## src/rtl/count_monitor_pkg.sv

```systemverilog
// count_monitor_pkg: state encodings and default sizes shared by count_monitor and its sampler.
package count_monitor_pkg;

    localparam int DEF_WIDTH  = 4;
    localparam int DEF_WRAP_W = 8;

    typedef enum logic [1:0] {
        ST_SYNC  = 2'd0,
        ST_TRACK = 2'd1,
        ST_ERROR = 2'd2
    } state_t;

endpackage

```

## src/rtl/count_monitor_sampler.sv

```systemverilog
// count_monitor_sampler: captures Q_IN; with COUNT_MONITOR_GLITCH_FILTER_EN a value is only qualified once two consecutive samples agree.
module count_monitor_sampler #(
    parameter int WIDTH = 4
) (
`ifdef COUNT_MONITOR_GLITCH_FILTER_EN
    input  logic             CLOCK,
    input  logic             CLEAR,
`endif
    input  logic [WIDTH-1:0] q_in,
    output logic [WIDTH-1:0] sample,
    output logic             sample_ok
);

`ifdef COUNT_MONITOR_GLITCH_FILTER_EN
    logic [WIDTH-1:0] prev;
    logic             prev_v;

    // Remember the previous edge's sample; prev_v blocks a false agreement right after reset.
    always_ff @(posedge CLOCK or posedge CLEAR) begin
        if (CLEAR) begin
            prev   <= '0;
            prev_v <= 1'b0;
        end else begin
            prev   <= q_in;
            prev_v <= 1'b1;
        end
    end

    assign sample    = q_in;
    assign sample_ok = prev_v && (q_in == prev);
`else
    assign sample    = q_in;
    assign sample_ok = 1'b1;
`endif

endmodule

```

## src/rtl/count_monitor.sv

```systemverilog
// count_monitor: checks a ripple count for +1/hold steps, counts wraps and pulses on compare matches.
// Optional glitch filter on Q_IN: define COUNT_MONITOR_GLITCH_FILTER_EN.
module count_monitor
    import count_monitor_pkg::*;
#(
    parameter int WIDTH  = DEF_WIDTH,
    parameter int WRAP_W = DEF_WRAP_W
) (
    input  logic              CLOCK,
    input  logic              CLEAR,
    input  logic [WIDTH-1:0]  Q_IN,
    input  logic [WIDTH-1:0]  CMP,
    input  logic              ARM,
    input  logic              RESYNC,
    output logic [WIDTH-1:0]  COUNT_OUT,
    output logic              COUNT_VALID,
    output logic              WRAP,
    output logic [WRAP_W-1:0] WRAPS,
    output logic              MATCH,
    output logic              SEQ_ERR,
    output logic [1:0]        STATE
);

    state_t           state, nxt;
    logic [WIDTH-1:0] sample;
    logic             sample_ok;
    logic             hold, inc, legal_chg, wrap_d, match_d, load;

    count_monitor_sampler #(.WIDTH(WIDTH)) u_sampler (
`ifdef COUNT_MONITOR_GLITCH_FILTER_EN
        .CLOCK     (CLOCK),
        .CLEAR     (CLEAR),
`endif
        .q_in      (Q_IN),
        .sample    (sample),
        .sample_ok (sample_ok)
    );

    assign STATE = state;

    // Step classification, next state and the event pulses they imply; RESYNC suppresses the step check.
    always_comb begin
        hold      = sample == COUNT_OUT;
        inc       = sample == WIDTH'(COUNT_OUT + 1'b1);
        legal_chg = state == ST_TRACK && !RESYNC && sample_ok && inc;
        wrap_d    = legal_chg && COUNT_OUT == '1;
        match_d   = legal_chg && ARM && sample == CMP;
        load      = sample_ok && (state == ST_SYNC || !RESYNC);
        nxt       = state == ST_SYNC ? (sample_ok ? ST_TRACK : ST_SYNC)
                  : RESYNC ? ST_SYNC
                  : (state == ST_TRACK && sample_ok && !hold && !inc) ? ST_ERROR
                  : state;
    end

    // State register plus registered outputs; valid and error flags follow the state being entered.
    always_ff @(posedge CLOCK or posedge CLEAR) begin
        if (CLEAR) begin
            state       <= ST_SYNC;
            COUNT_OUT   <= '0;
            COUNT_VALID <= 1'b0;
            WRAP        <= 1'b0;
            WRAPS       <= '0;
            MATCH       <= 1'b0;
            SEQ_ERR     <= 1'b0;
        end else begin
            state       <= nxt;
            COUNT_OUT   <= load ? sample : COUNT_OUT;
            COUNT_VALID <= nxt != ST_SYNC;
            WRAP        <= wrap_d;
            WRAPS       <= WRAPS + WRAP_W'(wrap_d);
            MATCH       <= match_d;
            SEQ_ERR     <= nxt == ST_ERROR;
        end
    end

endmodule

```

## config.mk

```make
export PLATFORM = sky130hd
export DESIGN_NAME = count_monitor
export DESIGN_NICKNAME = d
export VERILOG_FILES = /design/src/rtl/count_monitor_pkg.sv /design/src/rtl/count_monitor_sampler.sv /design/src/rtl/count_monitor.sv
export SDC_FILE = /design/constraint.sdc
export NUM_CORES = 1
export LEC_CHECK = 0
export BUFFER_PORTS_ARGS = -buffer_cell sky130_fd_sc_hd__clkbuf_2
export CAP_MARGIN = 20
export CORE_AREA = 2 2 46 48
export DETAILED_ROUTE_END_ITERATION = 10
export DIE_AREA = 0 0 48 50
export PLACE_DENSITY = 0.73
export SLEW_MARGIN = 25
export SYNTH_ARGS = -nofsm -noshare
export SYNTH_HDL_FRONTEND = slang
export SYNTH_SLANG_ARGS = --single-unit
```

## constraint.sdc

```tcl
create_clock -name CLOCK -period 3.41 [get_ports CLOCK]
set_input_delay 0.682 -clock CLOCK [delete_from_list [all_inputs] [get_ports CLOCK]]
set_output_delay 0.682 -clock CLOCK [all_outputs]
set_load 0.01 [all_outputs]
```

## Word-level counts from Yosys, hierarchy flattened

Index checks and enable logic that the tools add are counted.

| storage, ports and cells | value |
|---|---|
| input port bits | 12 |
| RAM bits | 0 |
| bits in latches | 0 |
| output and inout bits | 18 |
| bits in read-only memories | 0 |
| logic and storage cells | 31 |
| register bits | 18 |
| memories | 0 |

| cells by class | value |
|---|---|
| eq/ne operators | 6 |
| shifts and indexed selects | 0 |
| div/mod/pow operators | 0 |
| bitwise operators | 0 |
| reductions and logical operators | 13 |
| multiply operators | 0 |
| add/subtract/negate cells | 2 |
| magnitude comparators | 0 |
| mux-type cells | 3 |

Operators by type and width:

| cell | count |
|---|---|
| 4-bit equality test | 3 |
| 8-bit by 1-bit adder with 8-bit output | 1 |
| 1-bit logical AND | 7 |
| 2-bit two-way mux | 3 |
| 4-bit by 1-bit adder with 4-bit output (second input constant) | 1 |
| 4-bit equality test (second input constant) | 1 |
| 1-bit zero test | 3 |
| 2-bit by 1-bit equality test with 1-bit output (second input constant) | 1 |
| 2-bit equality test (second input constant) | 1 |
| 2-bit zero test | 1 |
| 2-bit nonzero test | 1 |
| 1-bit logical OR | 1 |

## Depth between registers and ports, before layout

| depth | value |
|---|---|
| word-level depth | 8 |
| gate-level depth with buffers | 10 |
| gate-level depth less buffers | 10 |

## By module

From an unflattened synthesis, not the netlist that was laid out.

| unflattened totals | value |
|---|---|
| cell total of the unflattened synthesis | 79 |
| area, all modules | 907.1 um^2 |

Modules (own cells, without submodules):

| module | area each (um^2) | cells an instance | instances | seq. area each (um^2) |
|---|---|---|---|---|
| count_monitor | 865.8 | 73 | 1 | 450.4 |
| count_monitor_sampler | 41.3 | 6 | 1 | 0.0 |

## Worst setup path before layout

Ideal clock, no wire load.

| timing | value |
|---|---|
| kind | reg2reg |
| start point | register COUNT_OUT[0] |
| end point | register WRAPS[6] |
| path slack | 0.607 ns |
| stages on the path, launching flop included | 11 |
| data arrival time | 2.678 ns |
| data required time | 3.285 ns |
| clock period less this slack | 2.803 ns |
| buffers on the path | 0 |
| setup time | 0.125 ns |
| path through | dfrtp_1 -> ha_1 -> xor3_1 -> or3_1 -> or2_1 -> nor4_1 -> ha_1 -> ha_1 -> and3_1 -> nand3_1 -> xnor2_1 |

| between the ends | value |
|---|---|
| word-level cells in the longest chain between the ends | 5 |
| elaborated cells between the ends (all ways) | 6 |
| classes of those cells | 2 x add/sub; 2 x eq/ne; 2 x reduce/logical |

RTL lines:

| what | line | source |
|---|---|---|
| start: declaration | count_monitor.sv:15 | `output logic [WIDTH-1:0] COUNT_OUT,` |
| start signal: assignment | count_monitor.sv:67 | `COUNT_OUT <= load ? sample : COUNT_OUT;` |
| 4-bit by 1-bit adder with 4-bit output | count_monitor.sv:44 | `inc = sample == WIDTH'(COUNT_OUT + 1'b1);` |
| 4-bit equality test | count_monitor.sv:44 |  |
| 1-bit logical AND | count_monitor.sv:45 | `legal_chg = state == ST_TRACK && !RESYNC && sample_ok && inc;` |
| 1-bit logical AND * | count_monitor.sv:46 | `wrap_d = legal_chg && COUNT_OUT == '1;` |
| net wrap_d | count_monitor.sv:27 | `logic hold, inc, legal_chg, wrap_d, match_d, load;` |
| 8-bit by 1-bit adder with 8-bit output * | count_monitor.sv:70 | `WRAPS <= WRAPS + WRAP_W'(wrap_d);` |
| end signal: assignment | count_monitor.sv:70 |  |
| end: declaration | count_monitor.sv:18 | `output logic [WRAP_W-1:0] WRAPS,` |

Mark *: on every way through the listed nets, which the timed path passes. The rest lies on a longest branch.
A chain may end at the register's enable or synchronous reset.

## Final worst setup path

| timing | value |
|---|---|
| start point | register COUNT_OUT[1] |
| end point | register WRAPS[6] |

Same word-level chain as after synthesis.

==> flow_summary.yaml <==
cells_and_area:
  nets: 117
  synthToLayoutAreaGrowth_pct: 25.6
  fill_cells: 168
  num_antenna_cells: 0
  drive_above_1_share: 0.327
  stdcell_area_um2: 1060
route:
  routed_wl_mm: 1.52
  drt-vias-per-instance: 4.81
  first_pass_iters: 4
  drtIter0Drc: 8
  vias: 616
  drtAntennaViolNets: 0
  post-route-drc-count: 0
  wl_per_cell_um: 11.8
cts:
  clk_pin_slew_ns: 0.11
  cts_max_path_buffers: 2
  cts_tree: "yes"
  ctsResizeCount: 0
  cts.sinks: 18
  htreeDepth: 1
  postCtsSetupRepairBufs: 0
  clockRootBuffer: "clkbuf_4"
  hold_buffers: 0
  clkLatencyLatePin_ns: 0.31
  cts_inserted_buffers: 3
power:
  leakage_nw: 0.544
  powerDensity_nw_per_um2: 576
  p_seq_frac: 0.468
  ir_worst_vdd_mv: 0.330
  power_frac_comb: 0.310
  pwr-share-clk: 0.222
  power_switching_mw: 0.201
  switching_share: 0.330
  total_power_mw: 0.609
  p_int_mw: 0.408
synth:
  ys_top_cells_by_area: "dfrtp_1 53%, xnor2_1 9.4%, xor2_1 7.3%, mux2_1 5.3%, ha_1 4.5%"
  async_reset_ff_frac: 1.00
  synth_top_cell_area_share: 0.535
  ys_seq_area_frac: 0.535
  synth-edff-count: 0
  ys_ff_latch: 18
  synth_ff_type: "dfrtp_1"
  yosysMostFrequentCell: "dfrtp_1"
  synth_warnings: 0
  synthCells: 68
  synth_common_cells: "18 x dfrtp_1, 9 x xnor2_1, 7 x xor2_1, 5 x nand3_1, 4 x mux2_1"
  ys_types: 21
  syn_area_um2: 842
  syn-num-nets: 83
  syn_area_per_cell_um2: 12.4
  yosys.area.top_type: "dfrtp_1"
sta:
  fin_skew_ns: 0.00902
  finalSetupViolCount: 0
  layout_min_cycle_time_ns: 3.03
  tns_ns: 0
  rsz0062_at_grt: "no"
  worst_hold_slack_ns: 0.425
  worst_pin_slew_ns: 0.649
  finalCritPeriodShare: 0.890
  fin_ws_ns: 0.375
  final_max_slew_viol_count: 0
  maxSlewHeadroom: 0.567
  fmax_ghz: 0.330
  report.final.hold_viol_count: 0
setup_path:
  critPathKind: "flip-flop to flip-flop"
  start_kind: "flip-flop"
  cpLargestDelayFamily: "simple AND/OR/NAND/NOR gates"
  cp_data_required_time_ns: 3.60
  critical_path.cell_chain: "ha_1, xor3_1, or3_1, or2_1, nor4_1, ha_1, ha_1, and3_1, nand3_1, xnor2_1"
  crit_buf_inv: 0
  arrival_ns: 3.22
  endpoint_kind: "flip-flop"
  critPathMaxFanout: 5
  crit_path_frequent_cell: "ha_1"
  cpMaxStageDelayCell: "dfrtp_1"
  critPathMaxStageDelay_ns: 0.44
grt:
  grt_max_degree: 19
  grt_pass1_wl_mm: 2.54
  antenna_found_initial: 0
  grt_pass1_vias: 572
  grt_remaining_overflow: 0
  track_usage: 0.152
floorplan:
  die_y_um: 50
  die-area_um2: 2400
  die_x_um: 48
  fp-row-count: 16
  ioPinCount: 30
  core-area_um2: 1900
  initial_utilization: 0.443
placed_design:
  placed_area_um2: 1020
  globalplace.congestion: 0.843
  dp_hpwl_mm: 1.21
  io_buffers: 29
  place_ws_ns: 0.369
run:
  cap_violations: 0
min_path:
  holdCritPathClass: "input port to async pin"
run_status:
  outcome: "finished clean"
==> kinds of logic after synthesis <==
logic type	after synthesis	synth area share
AND/OR/NAND/NOR	19	0.126
flip-flops	18	0.535
XOR/XNOR	17	0.195
AO/OA/AOI/OAI	5	0.0371
multiplexers	4	0.0535
adder cells (fa/ha/maj)	3	0.0446
buffers and inverters	2	0.00892
==> final cells by class <==
class,count,area (um^2),area share
clock buffer,4,36.3,0.0343
inverter,2,7.51,0.00710
multi-input combinational,48,384,0.363
sequential,18,450,0.426
tap,27,33.8,0.0320
timing repair buffer,29,145,0.137
==> cells in the final DEF (no fill, tap or decap), types with 2 or more instances in the layout <==
cell type   n
clkbuf_2   29
dfrtp_1    18
xnor2_1     9
xor2_1      7
nand3_1     5
mux2_1      4
nand2_1     3
ha_1        3
clkbuf_4    3
inv_1       2
nor4_1      2
nand4_1     2
and3_1      2
a21oi_1     2
==> registers in the layout, indices dropped and copies added (netlist names) <==
signal       cells
WRAPS            8
COUNT_OUT        4
STATE            2
COUNT_VALID      1
MATCH            1
SEQ_ERR          1
WRAP             1
==> per-stage QoR <==
step | utilization | instances
6_report | 0.556 | 128
5_1_grt | 0.556 | 128
4_1_cts | 0.556 | 128
3_5_place_dp | 0.537 | 124
3_3_place_gp | 0.537 | 124
2_1_floorplan | - | 68
==> power by group through the flow <==
stage          Sequential (mW)  Clock, mW  Combinational, mW
2_1_floorplan            0.301          0              0.111
3_3_place_gp             0.289          0              0.188
3_5_place_dp             0.289          0              0.190
4_1_cts                  0.285      0.139              0.191
5_1_grt                  0.292      0.151              0.213
6_report                 0.285      0.135              0.189
==> routing by layer <==
layer  track usage  routed length, um  share of wire
met1         0.200                679           0.45
met2         0.224                745           0.49
met3        0.0330                 65          0.043
met4        0.0811                 25          0.017
met5             0                  0              0
==> worst paths after layout <==
check / from / end / slack, ns / cells past startpoint
min reg2reg: WRAPS[7] / WRAPS[7] / 0.48 / 1
min: CLEAR / COUNT_OUT[2] / 0.42 / 2
max: COUNT_OUT[1] / WRAPS[6] / 0.38 / 10
max reg2reg: COUNT_OUT[1] / WRAPS[6] / 0.38 / 10
min in group CLOCK: WRAPS[7] / WRAPS[7] / 0.48 / 1
max in group asynchronous: CLEAR / WRAPS[6] / 2.56 / 2
==> worst register-to-register path, cell delays in order, from the launching register on <==
cell	delay (ns)
dfrtp_1	0.44
ha_1	0.21
xor3_1	0.40
or3_1	0.35
or2_1	0.25
nor4_1	0.35
ha_1	0.26
ha_1	0.19
and3_1	0.20
nand3_1	0.11
xnor2_1	0.15
(Power assumes the default switching activity.)
